--- src/rtl/keypad_scan.sv ---
// keypad_scan: 4x4 key-matrix scanner with whole-frame debounce and ghost (multi-key) rejection.
module keypad_scan #(
  parameter int ROWS       = 4,
  parameter int COLS       = 4,
  parameter int SCAN_TICKS = 2,
  parameter int DEBOUNCE   = 20
) (
  input  logic            clk_1khz,
  input  logic            rst_n,
  input  logic [COLS-1:0] col_in,
  output logic [ROWS-1:0] row_out,
  output logic [3:0]      key_code,
  output logic            key_valid,
  output logic            key_held
);
  localparam int RW = ROWS > 1 ? $clog2(ROWS) : 1;
  localparam int TW = SCAN_TICKS > 1 ? $clog2(SCAN_TICKS) : 1;
  localparam int CW = $clog2(DEBOUNCE + 1);

  typedef enum logic [1:0] {IDLE, DEB, HELD} state_t;
  state_t state, state_nx;

  logic          active, sample, frame_end, valid_nx;
  logic [RW-1:0] row;
  logic [TW-1:0] tick;
  logic [1:0]    fr_n, s_n, t_n;
  logic [3:0]    fr_code, s_code, t_code, cand, cand_nx, code_nx;
  logic [CW-1:0] cnt, cnt_nx, rel, rel_nx;

  assign sample    = active && tick == TW'(SCAN_TICKS - 1);
  assign frame_end = sample && row == RW'(ROWS - 1);
  assign row_out   = active ? ~(ROWS'(1) << row) : '1;
  assign key_held  = state == HELD;

  // Low-sample count saturates at 2: anything beyond one closure is ghost-prone.
  always_comb begin
    s_n = 2'd0;
    s_code = 4'd0;
    for (int c = 0; c < COLS; c++)
      if (!col_in[c]) begin
        s_n = (s_n == 2'd0) ? 2'd1 : 2'd2;
        s_code = 4'(int'(row) * COLS + c);
      end
    t_n = (fr_n == 2'd0) ? s_n : (s_n == 2'd0) ? fr_n : 2'd2;
    t_code = (fr_n == 2'd0) ? s_code : fr_code;
  end

  always_ff @(posedge clk_1khz or negedge rst_n)
    if (!rst_n) begin
      active  <= 1'b0;
      row     <= '0;
      tick    <= '0;
      fr_n    <= 2'd0;
      fr_code <= 4'd0;
    end else begin
      active <= 1'b1;
      if (active) tick <= sample ? '0 : tick + 1'b1;
      if (sample) begin
        row     <= (row == RW'(ROWS - 1)) ? '0 : row + 1'b1;
        fr_n    <= frame_end ? 2'd0 : t_n;
        fr_code <= frame_end ? 4'd0 : t_code;
      end
    end

  always_comb begin
    state_nx = state;
    cnt_nx   = cnt;
    rel_nx   = rel;
    cand_nx  = cand;
    code_nx  = key_code;
    valid_nx = 1'b0;
    if (frame_end)
      case (state)
        IDLE:
          if (t_n == 2'd1) begin
            if (DEBOUNCE == 1) begin
              state_nx = HELD;
              code_nx  = t_code;
              valid_nx = 1'b1;
            end else begin
              state_nx = DEB;
              cand_nx  = t_code;
              cnt_nx   = CW'(1);
            end
          end
        DEB:
          if (t_n != 2'd1) begin
            state_nx = IDLE;
            cnt_nx   = '0;
          end else if (t_code != cand) begin
            cand_nx = t_code;
            cnt_nx  = CW'(1);
          end else if (cnt + 1'b1 == CW'(DEBOUNCE)) begin
            state_nx = HELD;
            code_nx  = cand;
            valid_nx = 1'b1;
            cnt_nx   = '0;
          end else cnt_nx = cnt + 1'b1;
        HELD:
          if (t_n != 2'd0) rel_nx = '0;
          else if (rel + 1'b1 == CW'(DEBOUNCE)) begin
            state_nx = IDLE;
            rel_nx   = '0;
          end else rel_nx = rel + 1'b1;
        default: state_nx = IDLE;
      endcase
  end

  always_ff @(posedge clk_1khz or negedge rst_n)
    if (!rst_n) begin
      state     <= IDLE;
      cnt       <= '0;
      rel       <= '0;
      cand      <= 4'd0;
      key_code  <= 4'd0;
      key_valid <= 1'b0;
    end else begin
      state     <= state_nx;
      cnt       <= cnt_nx;
      rel       <= rel_nx;
      cand      <= cand_nx;
      key_code  <= code_nx;
      key_valid <= valid_nx;
    end
endmodule
--- config.mk ---
export PLATFORM = sky130hd
export DESIGN_NAME = keypad_scan
export DESIGN_NICKNAME = d
export VERILOG_FILES = /design/src/rtl/keypad_scan.sv
export SDC_FILE = /design/constraint.sdc
export NUM_CORES = 1
export LEC_CHECK = 0
export CAP_MARGIN = 20
export CORE_ASPECT_RATIO = 0.9
export CORE_MARGIN = 2
export CORE_UTILIZATION = 36
export CTS_CLUSTER_DIAMETER = 80
export DETAILED_ROUTE_END_ITERATION = 8
export PLACE_DENSITY = 0.55
export SYNTH_ARGS = -nofsm -noshare
export SYNTH_HDL_FRONTEND = slang
export SYNTH_SLANG_ARGS = --single-unit
export TNS_END_PERCENT = 20
--- constraint.sdc ---
create_clock -name clk_1khz -period 3.1 [get_ports clk_1khz]
set_clock_uncertainty 0.05 [all_clocks]
set_input_delay 0.62 -clock clk_1khz [delete_from_list [all_inputs] [get_ports clk_1khz]]
set_output_delay 0.62 -clock clk_1khz [all_outputs]
set_load 0.01 [all_outputs]
==> results of run 1 <==
[cells in the mapped netlist (2+ instances only)]
cell type / number
sky130_fd_sc_hd__a21o_1: 2
sky130_fd_sc_hd__a21oi_1: 5
sky130_fd_sc_hd__a22o_1: 2
sky130_fd_sc_hd__a22oi_1: 2
sky130_fd_sc_hd__a31oi_1: 4
sky130_fd_sc_hd__buf_6: 2
sky130_fd_sc_hd__dfrtp_1: 31
sky130_fd_sc_hd__ha_1: 8
sky130_fd_sc_hd__inv_1: 11
sky130_fd_sc_hd__mux2_2: 6
sky130_fd_sc_hd__mux2i_1: 4
sky130_fd_sc_hd__nand2_1: 21
sky130_fd_sc_hd__nand2b_1: 5
sky130_fd_sc_hd__nand3_1: 7
sky130_fd_sc_hd__nand3b_1: 2
sky130_fd_sc_hd__nand4_1: 2
sky130_fd_sc_hd__nor2_1: 7
sky130_fd_sc_hd__nor2b_1: 4
sky130_fd_sc_hd__nor3_1: 2
sky130_fd_sc_hd__nor3b_1: 3
sky130_fd_sc_hd__o21a_1: 3
sky130_fd_sc_hd__o21ai_0: 15
sky130_fd_sc_hd__o21bai_1: 2
sky130_fd_sc_hd__o2bb2ai_1: 2
sky130_fd_sc_hd__xnor2_1: 4
sky130_fd_sc_hd__xor2_1: 2
[routing by layer]
layer	GRT usage, %	vias up
met2	25.58	14
li1	-	721
met5	0	-
met3	4.353	5
met4	4.598	0
met1	17.69	683
[logic make-up (layout without fill, tap and decap cells)]
group                    count (synthesis)  in the layout
AO/OA/AOI/OAI                           47             47
XOR/XNOR                                 6              6
adder cells (fa/ha/maj)                  8              8
buffers and inverters                   15             48
flip-flops                              31             31
multiplexers                            11             11
other                                    1              1
AND/OR/NAND/NOR                         65             65
[how the worst min path moves through the flow]
stage / start / end / slack, ns / depth (start not counted)
2_1_floorplan: rst_n / active / 0.27 / 0
3_3_place_gp: fr_code[2] / fr_code[2] / 0.42 / 2
3_5_place_dp: fr_code[1] / fr_code[1] / 0.42 / 2
4_1_cts: fr_code[1] / fr_code[1] / 0.44 / 2
5_1_grt: key_code[0] / key_code[0] / 0.48 / 1
6_report: fr_code[1] / fr_code[1] / 0.43 / 2
[power breakdown]
part           internal [mW]  switching [mW]
Clock                  0.174           0.150
Combinational          0.219           0.238
Sequential             0.472          0.0874
Total                  0.865           0.475
[sequential cells by signal, summed over array words and instances (netlist names)]
signal,cells
active,1
cand,4
cnt,5
fr_code,4
fr_n,2
key_code,4
key_valid,1
rel,5
row,2
state,2
tick,1
[layout make-up]
cell class                      count  area (um2)  share of cell area [%]
Inverter                           11       41.29                   1.839
Clock inverter                      1       5.005                  0.2230
Tap cell                           65       81.33                   3.623
Multi-Input combinational cell    138       996.0                   44.37
Timing Repair Buffer               30       262.8                   11.71
Clock buffer                        6       82.58                   3.679
Sequential cell                    31       775.7                   34.56
[worst max-delay path, cell delays in order]
cell and delay, ns:
sky130_fd_sc_hd__clkdlybuf4s50_1 0.49, sky130_fd_sc_hd__inv_1 0.05, sky130_fd_sc_hd__ha_1 0.29, sky130_fd_sc_hd__nand2b_1 0.13
sky130_fd_sc_hd__or4_1 0.40, sky130_fd_sc_hd__a221o_1 0.38, sky130_fd_sc_hd__nor3_4 0.14, sky130_fd_sc_hd__a21boi_4 0.21
sky130_fd_sc_hd__mux2_4 0.31
==> flow_summary.html, run 1 <==
<table>
<tr><th>Metric</th><th>Value</th></tr>
<tr><th colspan="2">Clock tree</th></tr>
<tr><td>CTS Hold Bufs</td><td>0</td></tr>
<tr><td>Root Buffer Master</td><td>sky130_fd_sc_hd__clkbuf_8</td></tr>
<tr><td>Clock sink count</td><td>31</td></tr>
<tr><td>Resized cells post-CTS</td><td>0</td></tr>
<tr><td>Clock insertion delay at the later pin of the skew report</td><td>0.28 ns</td></tr>
<tr><td>Worst-path clk slew</td><td>0.06 ns</td></tr>
<tr><td>CTS Buffer Depth</td><td>2</td></tr>
<tr><td>Number of levels in the clock H-tree</td><td>2</td></tr>
<tr><td>Clock tree from TritonCTS</td><td>done</td></tr>
<tr><td>Inserted Clock Buffers</td><td>5</td></tr>
<tr><td>Post-CTS Repair Setup Buffers</td><td>0</td></tr>
<tr><th colspan="2">Layout</th></tr>
<tr><td>Count of filler cells inserted in the layout</td><td>470</td></tr>
<tr><td>Layout cell share with drive strength beyond 1</td><td>18.43%</td></tr>
<tr><td>Number of antenna repair diodes</td><td>0</td></tr>
<tr><td>Fin nets</td><td>231</td></tr>
<tr><td>Fin util</td><td>45.86%</td></tr>
<tr><td>Area added between synthesis and finish</td><td>21.71%</td></tr>
<tr><td>Non-filler cells in the finished layout</td><td>282</td></tr>
<tr><td>Most common cell after layout, fill and taps aside</td><td>sky130_fd_sc_hd__dfrtp_1</td></tr>
<tr><td>Total non-filler cell area in the finished layout</td><td>2245 um2</td></tr>
<tr><td>Top library cells by usage in the layout, fill and taps aside</td><td>sky130_fd_sc_hd__dfrtp_1, sky130_fd_sc_hd__nand2_1, sky130_fd_sc_hd__o21ai_0, sky130_fd_sc_hd__clkdlybuf4s50_1, sky130_fd_sc_hd__buf_4</td></tr>
<tr><th colspan="2">Global routing</th></tr>
<tr><td>Via count of the first global-routing pass</td><td>1404</td></tr>
<tr><td>Global routing usage summed across all routing layers</td><td>14.75%</td></tr>
<tr><td>Pin count of the biggest net entering global routing</td><td>32</td></tr>
<tr><td>Overflow left after global routing</td><td>0</td></tr>
<tr><td>Antenna violations before repair</td><td>0</td></tr>
<tr><td>Global-route wire length before repair</td><td>6499 um</td></tr>
<tr><th colspan="2">Yosys</th></tr>
<tr><td>Leading area contributor after synthesis</td><td>sky130_fd_sc_hd__dfrtp_1</td></tr>
<tr><td>Main combinational cell family by area after synthesis</td><td>simple AND/OR/NAND/NOR gates</td></tr>
<tr><td>Post-synth design cell area</td><td>1844 um2</td></tr>
<tr><td>Post-synth top area share</td><td>42.06%</td></tr>
<tr><td>Multiplexer fraction of the synthesized cell area</td><td>6.649%</td></tr>
<tr><td>Avg Cell Area, Syn</td><td>10.02 um2</td></tr>
<tr><td>Commonest register cell after synthesis</td><td>sky130_fd_sc_hd__dfrtp_1</td></tr>
<tr><td>Count of synthesis-stage warnings from yosys</td><td>0</td></tr>
<tr><td>Cells taking the most area after synthesis</td><td>sky130_fd_sc_hd__dfrtp_1, sky130_fd_sc_hd__ha_1, sky130_fd_sc_hd__nand2_1</td></tr>
<tr><td>Sequential cell area fraction in the yosys report</td><td>42.06%</td></tr>
<tr><td>Proportion of register bits with asynchronous set or reset after synthesis</td><td>100.0%</td></tr>
<tr><td>Number of library cell types mapped by synthesis</td><td>52</td></tr>
<tr><td>Post-synthesis compound-gate area fraction</td><td>17.91%</td></tr>
<tr><td>Adder-cell area share of the yosys netlist</td><td>5.427%</td></tr>
<tr><td>Synth Area in XOR/XNOR</td><td>2.849%</td></tr>
<tr><td>Number of storage elements in the synthesis netlist</td><td>31</td></tr>
<tr><td>Post-synth EDFFs</td><td>0</td></tr>
<tr><td>Post-synth net total</td><td>198</td></tr>
<tr><td>Simple-Gate Fraction of Synth Area</td><td>20.96%</td></tr>
<tr><td>Gate count of the mapped netlist</td><td>184</td></tr>
<tr><th colspan="2">Critical path</th></tr>
<tr><td>Largest fanout on the critical path</td><td>3</td></tr>
<tr><td>Endpoint type of the worst setup path</td><td>flip-flop</td></tr>
<tr><td>Type of element launching the critical path</td><td>primary input</td></tr>
<tr><td>Worst reg2reg endpoint</td><td>cand[0]</td></tr>
<tr><td>Worst setup path start</td><td>col_in[0]</td></tr>
<tr><td>Capture point of the worst path</td><td>cand[0]</td></tr>
<tr><td>Slack of the worst reg-to-reg path</td><td>0.72 ns</td></tr>
<tr><td>Length in cells of the worst reg-to-reg path</td><td>6</td></tr>
<tr><td>Crit Path Category</td><td>primary input to flip-flop</td></tr>
<tr><td>Reg-to-Reg Start</td><td>fr_n[0]</td></tr>
<tr><td>Required time of the critical path</td><td>3.22 ns</td></tr>
<tr><td>Data arrival time of the worst path</td><td>3.02 ns</td></tr>
<tr><th colspan="2">Detailed routing</th></tr>
<tr><td>Routed len/inst</td><td>13.56 um</td></tr>
<tr><td>Vias after detailed routing</td><td>1423</td></tr>
<tr><td>Remaining antenna violation count</td><td>0</td></tr>
<tr><td>Highest metal layer with signal wires</td><td>met4</td></tr>
<tr><td>Initial drt markers</td><td>51</td></tr>
<tr><td>Final WL</td><td>3825 um</td></tr>
<tr><td>DRC errors left</td><td>0</td></tr>
<tr><td>Detailed-routing wirelength on met1</td><td>1790 um</td></tr>
<tr><td>Wire length on met3</td><td>111 um</td></tr>
<tr><td>Drt first pass iters</td><td>4</td></tr>
<tr><td>Ratio of routed vias to standard cells</td><td>5.046</td></tr>
<tr><td>WL met2</td><td>1883 um</td></tr>
<tr><th colspan="2">Timing</th></tr>
<tr><td>Number of max-slew violations in the final report</td><td>0</td></tr>
<tr><td>Final Hold Vio Count</td><td>0</td></tr>
<tr><td>Fmax</td><td>344.8 MHz</td></tr>
<tr><td>Share of the clock period used by the worst path after layout</td><td>93.55%</td></tr>
<tr><td>Unrepaired setup endpoints after global routing</td><td>false</td></tr>
<tr><td>Worst hold-check slack</td><td>0.4297 ns</td></tr>
<tr><td>Final min period</td><td>2.900 ns</td></tr>
<tr><td>Endpoints failing setup</td><td>0</td></tr>
<tr><td>Final total negative setup slack</td><td>0 ns</td></tr>
<tr><td>PnR worst setup slack</td><td>0.1999 ns</td></tr>
<tr><th colspan="2">Place</th></tr>
<tr><td>Worst slack at placement</td><td>-0.1266 ns</td></tr>
<tr><td>Post-Place Cell Area</td><td>2157 um2</td></tr>
<tr><td>Number of buffer cells added on primary ports</td><td>15</td></tr>
<tr><td>Number of cells after detailed placement</td><td>275</td></tr>
<tr><td>Final weighted congestion in routability-driven placement</td><td>0.7809</td></tr>
<tr><td>Dpl hpwl</td><td>2915 um</td></tr>
<tr><th colspan="2">Die</th></tr>
<tr><td>Std-Cell Core Area</td><td>4895 um2</td></tr>
<tr><td>Boundary Pins</td><td>16</td></tr>
<tr><td>Initial Util</td><td>37.68%</td></tr>
<tr><td>Vertical die dimension</td><td>71.90 um</td></tr>
<tr><td>Row cnt</td><td>24</td></tr>
<tr><td>Width of the die</td><td>79.45 um</td></tr>
<tr><td>DIE AREA</td><td>5712 um2</td></tr>
<tr><th colspan="2">Power and ir drop</th></tr>
<tr><td>Total power consumption of the routed design</td><td>1.340 mW</td></tr>
<tr><td>Power density over the cells</td><td>597.2 nW/um2</td></tr>
<tr><td>Leakage component of the power</td><td>1.002 nW</td></tr>
<tr><td>Worst-case vdd ir drop</td><td>0.0002859 V</td></tr>
<tr><th colspan="2">Run status</th></tr>
<tr><td>Run status</td><td>finished, final reports clean</td></tr>
<tr><th colspan="2">Run</th></tr>
<tr><td>Number of max-cap violations</td><td>0</td></tr>
<tr><th colspan="2">Worst hold path</th></tr>
<tr><td>Classification of the worst-slack hold path</td><td>flip-flop to flip-flop</td></tr>
</table>
No activity file was read; power rests on OpenSTA's default activity.
==> run 2, diff against run 1 <==
--- a/constraint.sdc
+++ b/constraint.sdc
@@ -4,2 +4,2 @@
 set_output_delay 0.62 -clock clk_1khz [all_outputs]
-set_load 0.01 [all_outputs]
+set_load 0.02 [all_outputs]
==> results of run 2 <==
The final DEF is identical to that of run 1. Status: finished, final reports clean.
Among the figures that moved: total power 1.340 mW -> 1.351 mW; worst IR drop on VDD 0.0002859 V -> 0.0002954 V
